### src/rtl/measurement_frame_parser.sv
// Byte-stream front end: opcode/header recognition and per-round
// deserialisation of syndrome payload onto a valid/ready round port.
module measurement_frame_parser #(
  parameter int GRID_WIDTH_X = 14,
  parameter int GRID_WIDTH_Z = 6,
  parameter int MEASUREMENT_ROUNDS = 12,
  parameter logic [7:0] START_DECODING_MSG = 8'h01,
  parameter logic [7:0] MEASUREMENT_DATA_HEADER = 8'h02,
  localparam int PU_PER_ROUND = GRID_WIDTH_X * GRID_WIDTH_Z,
  localparam int BYTES_PER_ROUND = (PU_PER_ROUND + 7) >> 3,
  localparam int ROUND_W = $clog2(MEASUREMENT_ROUNDS)
) (
  input  logic                    clk,
  input  logic                    reset,
  input  logic [7:0]              input_data,
  input  logic                    input_valid,
  output logic                    input_ready,
  output logic [PU_PER_ROUND-1:0] round_data,
  output logic                    round_valid,
  input  logic                    round_ready,
  output logic [ROUND_W-1:0]      round_index,
  output logic                    round_last,
  output logic                    decoding_enabled,
  output logic                    protocol_error,
  output logic [7:0]              error_count
);

  localparam int BCW = $clog2(BYTES_PER_ROUND + 1);
  // One spare byte so {byte_cnt,3'b000} indexes the register exactly
  localparam int ASM_W = 8 * (BYTES_PER_ROUND + 1);

  localparam logic [1:0] IDLE     = 2'd0;
  localparam logic [1:0] WAIT_HDR = 2'd1;
  localparam logic [1:0] LOAD     = 2'd2;
  localparam logic [1:0] EMIT     = 2'd3;

  logic [1:0]         state;
  logic [BCW-1:0]     byte_cnt;
  logic [ROUND_W-1:0] round_cnt;
  logic [ASM_W-1:0]   asm_q;
  logic [ASM_W-1:0]   asm_nxt;
  logic               take;
  logic               last_byte;
  logic               is_start;
  logic               is_hdr;
  logic               err_now;

  assign input_ready = (state != EMIT);
  assign take = input_valid && input_ready;
  assign last_byte = (byte_cnt == BCW'(BYTES_PER_ROUND - 1));
  assign is_start = (input_data == START_DECODING_MSG);
  assign is_hdr = (input_data == MEASUREMENT_DATA_HEADER);

  always_comb begin
    err_now = 1'b0;
    if (take) begin
      unique case (1'b1)
        (state == IDLE):     err_now = !is_start;
        (state == WAIT_HDR): err_now = !is_hdr && !is_start;
        default:             err_now = 1'b0;
      endcase
    end
  end

  always_comb begin
    asm_nxt = asm_q;
    asm_nxt[{byte_cnt, 3'b000} +: 8] = input_data;
  end

  always_ff @(posedge clk or negedge reset) begin
    if (!reset) begin
      state            <= IDLE;
      byte_cnt         <= '0;
      round_cnt        <= '0;
      asm_q            <= '0;
      round_data       <= '0;
      round_valid      <= 1'b0;
      round_index      <= '0;
      round_last       <= 1'b0;
      decoding_enabled <= 1'b0;
      protocol_error   <= 1'b0;
      error_count      <= 8'h00;
    end else begin
      protocol_error <= err_now;
      if (err_now && error_count != 8'hFF) begin
        error_count <= error_count + 8'd1;
      end
      unique case (state)
        IDLE: begin
          if (take && is_start) begin
            decoding_enabled <= 1'b1;
            state            <= WAIT_HDR;
          end
        end
        WAIT_HDR: begin
          if (take && is_hdr) begin
            byte_cnt  <= '0;
            round_cnt <= '0;
            asm_q     <= '0;
            state     <= LOAD;
          end
        end
        LOAD: begin
          if (take) begin
            asm_q <= asm_nxt;
            if (last_byte) begin
              round_data  <= asm_nxt[PU_PER_ROUND-1:0];
              round_index <= round_cnt;
              round_last  <= (round_cnt == ROUND_W'(MEASUREMENT_ROUNDS - 1));
              round_valid <= 1'b1;
              state       <= EMIT;
            end else begin
              byte_cnt <= byte_cnt + BCW'(1);
            end
          end
        end
        EMIT: begin
          if (round_ready) begin
            round_valid <= 1'b0;
            if (round_last) begin
              state <= WAIT_HDR;
            end else begin
              round_cnt <= round_cnt + ROUND_W'(1);
              byte_cnt  <= '0;
              state     <= LOAD;
            end
          end
        end
        default: state <= IDLE;
      endcase
    end
  end

endmodule
### config.mk
export PLATFORM = sky130hd
export DESIGN_NAME = measurement_frame_parser
export DESIGN_NICKNAME = d
export VERILOG_FILES = /design/src/rtl/measurement_frame_parser.sv
export SDC_FILE = /design/constraint.sdc
export NUM_CORES = 1
export LEC_CHECK = 0
export ABC_AREA = 1
export CORE_MARGIN = 8
export CORE_UTILIZATION = 40
export DETAILED_ROUTE_END_ITERATION = 8
export GPL_ROUTABILITY_DRIVEN = 0
export PLACE_DENSITY = 0.58
export REMOVE_ABC_BUFFERS = 1
export SLEW_MARGIN = 20
export SYNTH_ARGS = -nofsm -noshare
export SYNTH_HDL_FRONTEND = slang
export SYNTH_SLANG_ARGS = --single-unit
export TNS_END_PERCENT = 1
### constraint.sdc
create_clock -name clk -period 5.45 [get_ports clk]
set_input_delay 0.8175 -clock clk [delete_from_list [all_inputs] [get_ports clk]]
set_output_delay 0.8175 -clock clk [all_outputs]
set_load 0.01 [all_outputs]
# Word level (Yosys, flattened, before mapping)
# Cells that the tools add are included.
# classes
add_sub_neg	4
eq_ne	16
n_shift	2
mux	26
reduce_logical	19
# ops
operator	n
$mux W96	2
$pmux W96 S2	1
$bwmux W96	1
$shift A8 B9 Y96 const A	1
$shiftx A8 B9 Y96	1
$mux W4	7
$mux W2	6
$ne A2 B2 Y1 const B	6
$pmux W4 S3	1
$neg A7 Y9	1
$add A4 B1 Y4 const B	2
$add A8 B1 Y8 const B	1
$eq A4 B4 Y1 const B	2
$eq A8 B1 Y1 const B	1
$eq A8 B2 Y1 const B	1
$ne A8 B8 Y1 const B	1
$pmux W2 S4	1
$pmux W4 S2	1
$reduce_and A4 Y1	2
$reduce_and A3 Y1	2
$reduce_and A6 Y1	1
$reduce_bool A2 Y1	3
$logic_and A1 B1 Y1	5
$reduce_and A5 Y1	1
other kinds (9)	16
# totals
ff_bits	206
in_bits	12
elab_cells	78

# Longest topological paths before layout
# Gate-level depths: netlist (run 1).
# depth
ltp_word	6
mapped_depth	11
depth_no_buf	11

# Least setup slack after synthesis (run 1)
# No wires, ideal clock.
# synth_path
kind	input-to-reg
start	input input_data[7]
end	register asm_q[64]
setup_time_ps	118
arrival_time_ps	1824
required_time_ps	5332
slack_ps	3508
path_stages	9
cell_sequence	inv_1 -> nand2_1 -> nor2_1 -> and2_1 -> nand3_1 -> buf_2 -> buf_2 -> nand3_1 -> nand2_1
# synth_between
elab_chain_len	4
elab_cells_between_ends	8
# synth_lines
element	line	text
start: declaration	15	input logic [7:0] input_data,
$shiftx A8 B9 Y96 / $eq A8 B2 Y1 (equally long branches)	67, 52	
$bwmux W96 / $logic_and A1 B1 Y1 (equally long branches)	67, 96	
$mux W96 / $ne A2 B1 Y1 (equally long branches)	n/a	
$pmux W96 S2 / $reduce_and A3 Y1 (equally long branches)	n/a	
end signal: assignment	105	asm_q <= asm_nxt;
end: declaration	40	logic [ASM_W-1:0] asm_q;
# Several ways; a longest one is shown, not always the timed one. The select of a mux whose other input is x is not followed.
# A chain may end at the register's enable or synchronous reset.

# Final worst setup path (run 1)
# layout_path
start	register byte_cnt[0]
end	register asm_q[22]
# layout_between
elab_chain_len	5
elab_cells_between_ends	6
# layout_lines
element	line	text
start: declaration	38	logic [BCW-1:0] byte_cnt;
start signal: assignment	113	byte_cnt <= byte_cnt + BCW'(1);
$neg A7 Y9 (*)	67	asm_nxt[{byte_cnt, 3'b000} +: 8] = input_data;
$shiftx A8 B9 Y96 / $shift A8 B9 Y96 (equally long branches)	67	
$bwmux W96 (*)	67	
$mux W96 (*)	104	if (take) begin
$pmux W96 S2 (*)	88	unique case (state)
# Mark *: on every way between the ends. The rest lies on a longest branch, timed or not. The select of a mux whose other input is x is not followed.

==> metrics.cfg, run 1 <==
[outcome]
status = finished clean

[die]
initial_core_util_pct = 40.6
fp.dieH_um = 170
io_pins = 113
fp.dieArea_sq_mm = 0.0290
die_w_um = 170
rows = 56
core_area_sq_mm = 0.0234

[worst_setup_path]
crit_required_ns = 5.76
crit_path_frequent_cell = nand2_1
cpPeakStageDelay_ns = 0.78
rr_endpoint = asm_q[22]$_DFFE_PN0P_
path_cells = inv_1, ha_1, nand3_1, nor2_2, nand2_1, nand2_1, nand2_1, nand2_1, nand2_1
path_buf_inv = 1
r2r_slack_ns = 2.28
rr_worst_depth = 9
cp_top_family = simple AND/OR/NAND/NOR gates
path_class = reg2reg
start_kind = flop
cp_max_fo = 24
startpoint = byte_cnt[0]$_DFFE_PN0P_
cp_slowest_cell = dfrtp_1
reg2reg_from = byte_cnt[0]$_DFFE_PN0P_
crit_path_end_kind = flop
arrival_ns = 3.48

[cts]
numClockSinks = 194
cts_max_path_buffers = 2
cts_buffers = 17
insertion_delay_ns = 0.43
cts_resized = 0
clkTransAtPathRegs_ns = 0.07
post_cts_buffers = 0
holdBufCountCts = 0
cts_tree = built
root_buffer = clkbuf_16
cts_max_level = 4

[global_routing]
grt_pass1_vias = 8133
antenna_found_initial = 0
gr-total-overflow = 0
grt_use_total_pct = 18.2
grt_max_degree = 99
grt_pass1_wl_um = 42600

[timing]
finalWorstSetupSlack_ns = 2.28
finClkSkew_ns = 0.0102
tns_ns = 0
final_max_slew_viol_count = 0
max_freq_mhz = 316
setup_viol = 0
tightest_slew_ns = 0.954
min_period_ns = 3.17
relSlewSlack_pct = 36.4
period_share_pct = 58.1
rsz0062_at_grt = false
hold_violations = 0
hold_slack_ns = 0.471

[flow_run]
drv_cap = 0

[synthesis]
ys_types = 33
ys_ff_latch = 194
synth.top_cell.area_share_pct = 51.1
yosys_warnings = 0
synthTopCellsByArea = dfrtp_1, nand3_1, nand2_1
synthCells = 1237
synth_area_leader_cell = dfrtp_1
synth.avg_cell_area_sq_um = 7.68
synth_area_sq_mm = 0.00951
synth_seq_area_share_pct = 51.1

[place]
io_buffers = 112
post-place-ws_ns = 2.14
postPlaceCellArea_sq_mm = 0.0108
dp_hpwl_um = 16600

[routing]
ant_nets = 0
routed_via_density = 5.07
drc_errors = 0
drt-total-wl_um = 26100
wl_per_cell_um = 15.8
drt_iter0_drc = 684
via_count = 8352
drt_first_pass_iters = 5

[power_and_ir_drop]
power_density_mw_per_mm2 = 355
intPower_uw = 2530
power_frac_comb_pct = 28.7
clkPwrFrac_pct = 29.3
ir_worst_vdd_v = 0.000239
net-switching-power_uw = 1510
total_power_uw = 4040
p_leak_uw = 0.00594
sw_frac_of_total_pct = 37.3
power_frac_seq_pct = 42.0

[cells_and_area]
layout_commonest_cell = nand2_1
final_cell_mix = nand2_1, nand3_1, dfrtp_1
seqCellArea_sq_mm = 0.00485
nNetsFinal = 1334
drive_gt1_share_pct = 4.82
stdcell_area_sq_mm = 0.0114
areaGrowthSynthToFinish_pct = 19.9
antenna_cells = 0
multi_input_area_sq_mm = 0.00394
nFillCells = 2320

[worst_hold_path]
hold_class = in2async

[flip-flops by register name, summed over array words and instances (netlist names)]
| register | count |
|---|---|
| error_count | 8 |
| round_valid | 1 |
| byte_cnt | 4 |
| round_data | 84 |
| protocol_error | 1 |
| round_cnt | 4 |
| round_index | 4 |
| decoding_enabled | 1 |
| asm_q | 84 |
| round_last | 1 |
| state | 2 |
[layout make-up]
class                   instances  area share, %
multi-input cells             864           34.6
clock buffers                  25           4.35
clock inverters                 7          0.439
well taps                     319           3.50
repair buffers                120           10.6
inverters                     118           3.89
flip-flops and latches        194           42.6
[Yosys cell counts]
library cell,instances
o22ai_1,2
a21oi_1,8
nor2_4,3
inv_2,5
nand2_1,435
nor3_4,1
o21ai_1,2
nor2_1,16
dfrtp_1,194
nand3_1,333
nand3b_1,1
nand2_4,2
clkbuf_2,1
xnor2_1,3
nor3_1,2
xor2_1,5
o21ai_0,25
buf_4,4
clkbuf_1,24
nor2_8,1
nor2_2,3
nand4_1,3
nand3_2,1
nand2_2,6
and2_1,2
or2_2,1
ha_1,7
inv_1,111
clkinv_1,2
buf_1,10
o21ai_2,1
o21bai_1,1
buf_2,22
[cell families (layout without fill, tap and decap cells)]
group           Yosys count  in the layout  synth area share (%)
compound gates           39             39                  2.15
flops                   194            194                  51.1
simple gates            810            810                  37.6
xor+xnor                  8              8                 0.737
fa+ha+maj                 7              7                 0.921
buf+inv                 179            270                  7.53
[power by group through the flow]
stage / registers, uW / clock network (uW) / logic, uW
floorplan: 1710 / 0 / 799
finish: 1700 / 1180 / 1160
CTS: 1700 / 1210 / 1160
detailed placement: 1720 / 0 / 1160
global placement: 1720 / 0 / 1140
global route: 1720 / 1270 / 1300
[through the flow]
step,util [%],instances
floorplan,-,1176
global route,48.7,1647
detailed placement,46.4,1615
finish,48.7,1647
global placement,46.4,1615
CTS,48.7,1647
[worst max-delay path by stage]
stage                                       to  slack [ns]  depth (start not counted)
finish                   asm_q[22]$_DFFE_PN0P_        2.28                          9
global route        round_data[20]$_DFFE_PN0P_        1.95                          9
CTS                      asm_q[22]$_DFFE_PN0P_        2.32                          9
detailed placement  round_data[75]$_DFFE_PN0P_        2.14                          7
global placement    round_data[75]$_DFFE_PN0P_        2.13                          7
floorplan           round_data[72]$_DFFE_PN0P_        0.87                          5
[layer usage]
metal,track usage [%],part of all wire [%]
met1,24.6,47
met2,29.4,47
met3,3.87,5.1
met4,4.77,1.1
met5,0,0
Note: power is estimated with default switching activity, not from simulation.
==> inputs of run 2 (changes only) <==
--- a/config.mk
+++ b/config.mk
@@ -10,7 +10,7 @@
 export CORE_UTILIZATION = 40
 export DETAILED_ROUTE_END_ITERATION = 8
 export GPL_ROUTABILITY_DRIVEN = 0
-export PLACE_DENSITY = 0.58
+export PLACE_DENSITY = 0.61
 export REMOVE_ABC_BUFFERS = 1
 export SLEW_MARGIN = 20
 export SYNTH_ARGS = -nofsm -noshare
==> constraint.sdc (replaced) <==
create_clock -name clk -period 2.6 [get_ports clk]
set_input_delay 0.39 -clock clk [delete_from_list [all_inputs] [get_ports clk]]
set_output_delay 0.39 -clock clk [all_outputs]
set_load 0.01 [all_outputs]
==> metrics.cfg, run 2 (synthesized netlist as in run 1, its figures left out) <==
[worst_setup_path]
rr_endpoint = round_data[59]$_DFFE_PN0P_
r2r_slack_ns = 0.35  ; -1.93 ns
reg2reg_from = byte_cnt[0]$_DFFE_PN0P_
critPathCapture = round_data[59]$_DFFE_PN0P_
start_kind = flop
arrival_ns = 2.63  ; -0.85 ns
crit_required_ns = 2.98  ; -2.78 ns
cp_max_fo = 28  ; +17%
startpoint = byte_cnt[0]$_DFFE_PN0P_
path_class = reg2reg
rr_worst_depth = 10  ; +1
crit_path_end_kind = flop

[routing]
routed_via_density = 5.00  ; -1.4%
drc_errors = 0  ; unchanged
via_count = 8342  ; -0.12%
ant_nets = 0  ; unchanged
wl_per_cell_um = 15.2  ; -4.0%
drt_first_pass_iters = 5  ; unchanged
drt_iter0_drc = 825  ; +21%
drt-total-wl_um = 25400  ; -2.8%

[cells_and_area]
layout_commonest_cell = nand2_1
top_regs = asm_q (84), round_data (84), error_count (8)
nFillCells = 2319  ; -0.043%
areaGrowthSynthToFinish_pct = 22.6
final_cell_mix = nand2_1, nand3_1, dfrtp_1
drive_gt1_share_pct = 6.23  ; +1.4 points
stdcell_area_sq_mm = 0.0117  ; +2.3%
nNetsFinal = 1354  ; +1.5%

[die]
rows = 56  ; unchanged
die_w_um = 170  ; unchanged
core_area_sq_mm = 0.0234  ; unchanged
initial_core_util_pct = 40.6  ; unchanged
fp.dieArea_sq_mm = 0.0290  ; unchanged
io_pins = 113  ; unchanged
fp.dieH_um = 170  ; unchanged

[timing]
setup_viol = 0  ; unchanged
min_period_ns = 2.25  ; -0.917 ns
period_share_pct = 86.5  ; +28 points
hold_slack_ns = 0.477  ; +0.00613 ns
final_max_slew_viol_count = 0  ; unchanged
max_freq_mhz = 445  ; +41%
relSlewSlack_pct = 61.4  ; +25 points
rsz0062_at_grt = false
tightest_slew_ns = 0.577  ; -0.377 ns
finClkSkew_ns = 0.00821  ; -0.00200 ns
finalWorstSetupSlack_ns = 0.352  ; -1.93 ns
hold_violations = 0  ; unchanged

[place]
io_buffers = 112  ; unchanged
post-place-ws_ns = 0.282  ; -1.86 ns
postPlaceCellArea_sq_mm = 0.0110  ; +1.8%
dp_hpwl_um = 16900  ; +1.5%

[global_routing]
grt_pass1_vias = 7938  ; -2.4%
grt_pass1_wl_um = 41800  ; -1.8%
gr-total-overflow = 0  ; unchanged
antenna_found_initial = 1  ; +1
grt_max_degree = 100  ; +1.0%
grt_use_total_pct = 17.8  ; -0.44 points

[outcome]
status = finished clean

[power_and_ir_drop]
power_frac_comb_pct = 29.0  ; +0.3 points
intPower_uw = 5630  ; +120%
clkPwrFrac_pct = 31.1  ; +1.8 points
power_frac_seq_pct = 40.0  ; -2.0 points
net-switching-power_uw = 3210  ; +110%
power_density_mw_per_mm2 = 758  ; +110%
p_leak_uw = 0.00609  ; +2.5%
ir_worst_vdd_v = 0.000424  ; +78%
sw_frac_of_total_pct = 36.3  ; -1.1 points

[cts]
post_cts_buffers = 0  ; unchanged
holdBufCountCts = 1  ; +1
cts_max_path_buffers = 2  ; unchanged
cts_tree = built
insertion_delay_ns = 0.44  ; about the same
cts_resized = 0  ; unchanged
clkTransAtPathRegs_ns = 0.07  ; about the same
numClockSinks = 194  ; unchanged
root_buffer = clkbuf_16
cts_buffers = 17  ; unchanged
cts_max_level = 4  ; unchanged

[flow_run]
drv_cap = 0  ; unchanged

[worst_hold_path]
hold_depth = 2
hold_class = reg2reg

## run 2: power groups by stage
stage	registers (uW)	logic [uW]	clock network, uW
after floorplan	3580	1670	0
after global placement	3580	2540	0
after detailed placement	3590	2550	0
after CTS	3530	2570	2810
after global routing	3570	2890	2920
final	3530	2560	2750
## run 2: layer usage
metal	global-route usage (%)	routed length [um]
met1	24.0	11800
met2	28.5	11900
met3	3.78	1290
met4	5.23	314
met5	0	0
## run 2: cell type report
type	instances	area (sq um)	share of cell area (%)
timing repair buffer	140	1410	12.1
inverter	118	443	3.80
clock inverter	11	153	1.31
tap	319	399	3.42
clock buffer	21	450	3.86
sequential	194	4850	41.6
multi-input combinational	864	3940	33.8
antenna	1	2.50	0.0215
## run 2: metrics by stage
step	setup TNS (ns)	utilization [%]	power (uW)	std cells
3_3_place_gp	0	47.2	6120	1634
5_1_grt	0	49.8	9390	1668
6_report	0	49.8	8840	1668
3_5_place_dp	0	47.2	6140	1634
4_1_cts	0	49.8	8910	1667
2_1_floorplan	-265.58	-	5250	1176
## run 2: critical path, stage by stage (launching register included)
cell     delay, ns
dfrtp_1       0.38
inv_1         0.21
ha_1          0.24
nand2_2       0.13
nand2_4       0.16
o21ai_2       0.12
nor2_8        0.37
nand2_2       0.22
nand2_1       0.14
nand3_1       0.13
nand2_1       0.09
## run 2: how the worst min path moves through the flow
| stage | start | endpoint |
|---|---|---|
| floorplan | reset | asm_q[0]$_DFFE_PN0P_ |
| global placement | reset | round_data[31]$_DFFE_PN0P_ |
| detailed placement | reset | round_data[31]$_DFFE_PN0P_ |
| CTS | round_data[33]$_DFFE_PN0P_ | round_data[33]$_DFFE_PN0P_ |
| global route | round_data[80]$_DFFE_PN0P_ | round_data[80]$_DFFE_PN0P_ |
| finish | round_data[80]$_DFFE_PN0P_ | round_data[80]$_DFFE_PN0P_ |
==> inputs of run 3 (changes only) <==
--- a/config.mk
+++ b/config.mk
@@ -6,8 +6,10 @@
 export NUM_CORES = 1
 export LEC_CHECK = 0
 export ABC_AREA = 1
+export CAP_MARGIN = 20
 export CORE_MARGIN = 8
 export CORE_UTILIZATION = 40
+export CTS_BUF_LIST = sky130_fd_sc_hd__clkbuf_4
 export DETAILED_ROUTE_END_ITERATION = 8
 export GPL_ROUTABILITY_DRIVEN = 0
 export PLACE_DENSITY = 0.61
==> metrics.cfg, run 3 (synthesized netlist as in run 1, its figures left out) <==
[timing]
rsz0062_at_grt = false
relSlewSlack_pct = 57.7  ; -3.7 points
setup_viol = 0  ; unchanged
hold_violations = 0  ; unchanged
tns_ns = 0  ; unchanged
min_period_ns = 2.28  ; +0.0365 ns
final_max_slew_viol_count = 0  ; unchanged
max_freq_mhz = 438  ; -1.6%
period_share_pct = 87.9  ; +1.4 points
tightest_slew_ns = 0.633  ; +0.0560 ns
hold_slack_ns = 0.328  ; -0.149 ns
finClkSkew_ns = 0.0144  ; +0.00621 ns

[global_routing]
grt_pass1_wl_um = 41500  ; -0.66%
antenna_found_initial = 2  ; +1
grt_max_degree = 100  ; unchanged
grt_use_total_pct = 17.7  ; -0.15 points
grt_pass1_vias = 7839  ; -1.2%
gr-total-overflow = 0  ; unchanged

[routing]
drc_errors = 0  ; unchanged
via_count = 8405  ; +0.76%
drt-total-wl_um = 25300  ; -0.13%
drt_first_pass_iters = 5  ; unchanged
routed_via_density = 5.04  ; +0.69%
wl_per_cell_um = 15.2  ; -0.19%
ant_nets = 0  ; unchanged
drt_iter0_drc = 770  ; -6.7%

[worst_setup_path]
path_buf_inv = 1  ; unchanged
rr_worst_depth = 9  ; -1
reg2reg_from = byte_cnt[0]$_DFFE_PN0P_
path_cells = nand2_1, clkdlybuf4s50_1
crit_path_end_kind = output port
rr_endpoint = round_data[59]$_DFFE_PN0P_
cp_slowest_cell = clkdlybuf4s50_1
cp_top_family = buffers and inverters
cpPeakStageDelay_ns = 0.57  ; +0.19 ns
cp_max_fo = 8  ; -71%
r2r_slack_ns = 0.34  ; about the same
path_class = reg2out
crit_required_ns = 2.21  ; -0.77 ns
start_kind = flop
arrival_ns = 1.89  ; -0.74 ns

[die]
initial_core_util_pct = 40.6  ; unchanged
fp.dieH_um = 170  ; unchanged
io_pins = 113  ; unchanged
die_w_um = 170  ; unchanged
core_area_sq_mm = 0.0234  ; unchanged
fp.dieArea_sq_mm = 0.0290  ; unchanged
rows = 56  ; unchanged

[outcome]
status = finished clean

[place]
io_buffers = 112  ; unchanged
dp_hpwl_um = 16900  ; unchanged

[cts]
clkTransAtPathRegs_ns = 0.16  ; +0.09 ns
cts_buffers = 17  ; unchanged
numClockSinks = 194  ; unchanged
post_cts_buffers = 0  ; unchanged
cts_max_level = 4  ; unchanged
root_buffer = clkbuf_4
cts_max_path_buffers = 2  ; unchanged
cts_tree = built
insertion_delay_ns = 0.58  ; +0.14 ns

[cells_and_area]
utilization_pct = 48.6  ; -1.3 points
layout_commonest_cell = nand2_1
final_cell_mix = nand2_1, nand3_1, dfrtp_1
top_regs = asm_q (84), round_data (84), error_count (8)
drive_gt1_share_pct = 6.38  ; +0.15 points
nNetsFinal = 1354  ; unchanged
areaGrowthSynthToFinish_pct = 19.5

[power_and_ir_drop]
total_power_uw = 7870  ; -11%
power_density_mw_per_mm2 = 692  ; -8.7%
ir_worst_vdd_v = 0.000437  ; +3.2%
p_leak_uw = 0.00596  ; -2.1%

[worst_hold_path]
hold_class = in2async

[flow_run]
drv_cap = 0  ; unchanged

==> run 3: routing by layer <==
metal,vias up,global-route usage (%),share of wire (%)
li1,4160,-,-
met1,4020,24.4,46
met2,207,28.0,48
met3,18,3.50,5.3
met4,0,4.65,1.1
met5,-,0,0
==> run 3: stage by stage <==
stage	cells	setup slack, ns	instance area [sq um]
finish	1669	0.315	11400
global route	1669	0.117	11400
CTS	1667	0.259	11400
detailed placement	1634	0.282	11000
global placement	1634	0.301	11000
floorplan	1176	-1.83	9230
==> run 3: cell type report <==
type	count	area [sq um]
multi-input cells	864	3940
fillers	2350	12000
clock inverters	12	156
flip-flops and latches	194	4850
clock buffers	20	150
inverters	118	443
well taps	319	399
repair buffers	140	1410
diodes	2	5.00
==> run 3: timing repair <==
item | in CTS | in global routing
hold buffers | 1 | 0
endpoints found under the hold margin | 62 | 0
endpoints found under the setup margin | 0 | 0
gates resized for setup | 0 | 0
==> run 3: report_power, final <==
group | internal, uW | leakage (uW) | total [uW] | switching, uW
clock network | 707 | 0.000163 | 1770 | 1060
registers | 3310 | 0.00268 | 3530 | 224
logic | 773 | 0.00312 | 2570 | 1800
total | 4790 | 0.00596 | 7870 | 3080
==> run 3: worst max path at each step <==
stage                     slack (ns)                         end  cells past startpoint                     from
after floorplan                -1.83  round_data[72]$_DFFE_PN0P_                      7     state[1]$_DFFE_PN0P_
after global placement          0.30  error_count[5]$_DFFE_PN0P_                      8            input_data[1]
after detailed placement        0.28       asm_q[79]$_DFFE_PN0P_                      9            input_data[7]
after CTS                       0.26                 input_ready                      2     state[0]$_DFFE_PN0P_
after global routing            0.12  round_data[53]$_DFFE_PN0P_                     10  byte_cnt[0]$_DFFE_PN0P_
final                           0.32                 input_ready                      2     state[0]$_DFFE_PN0P_
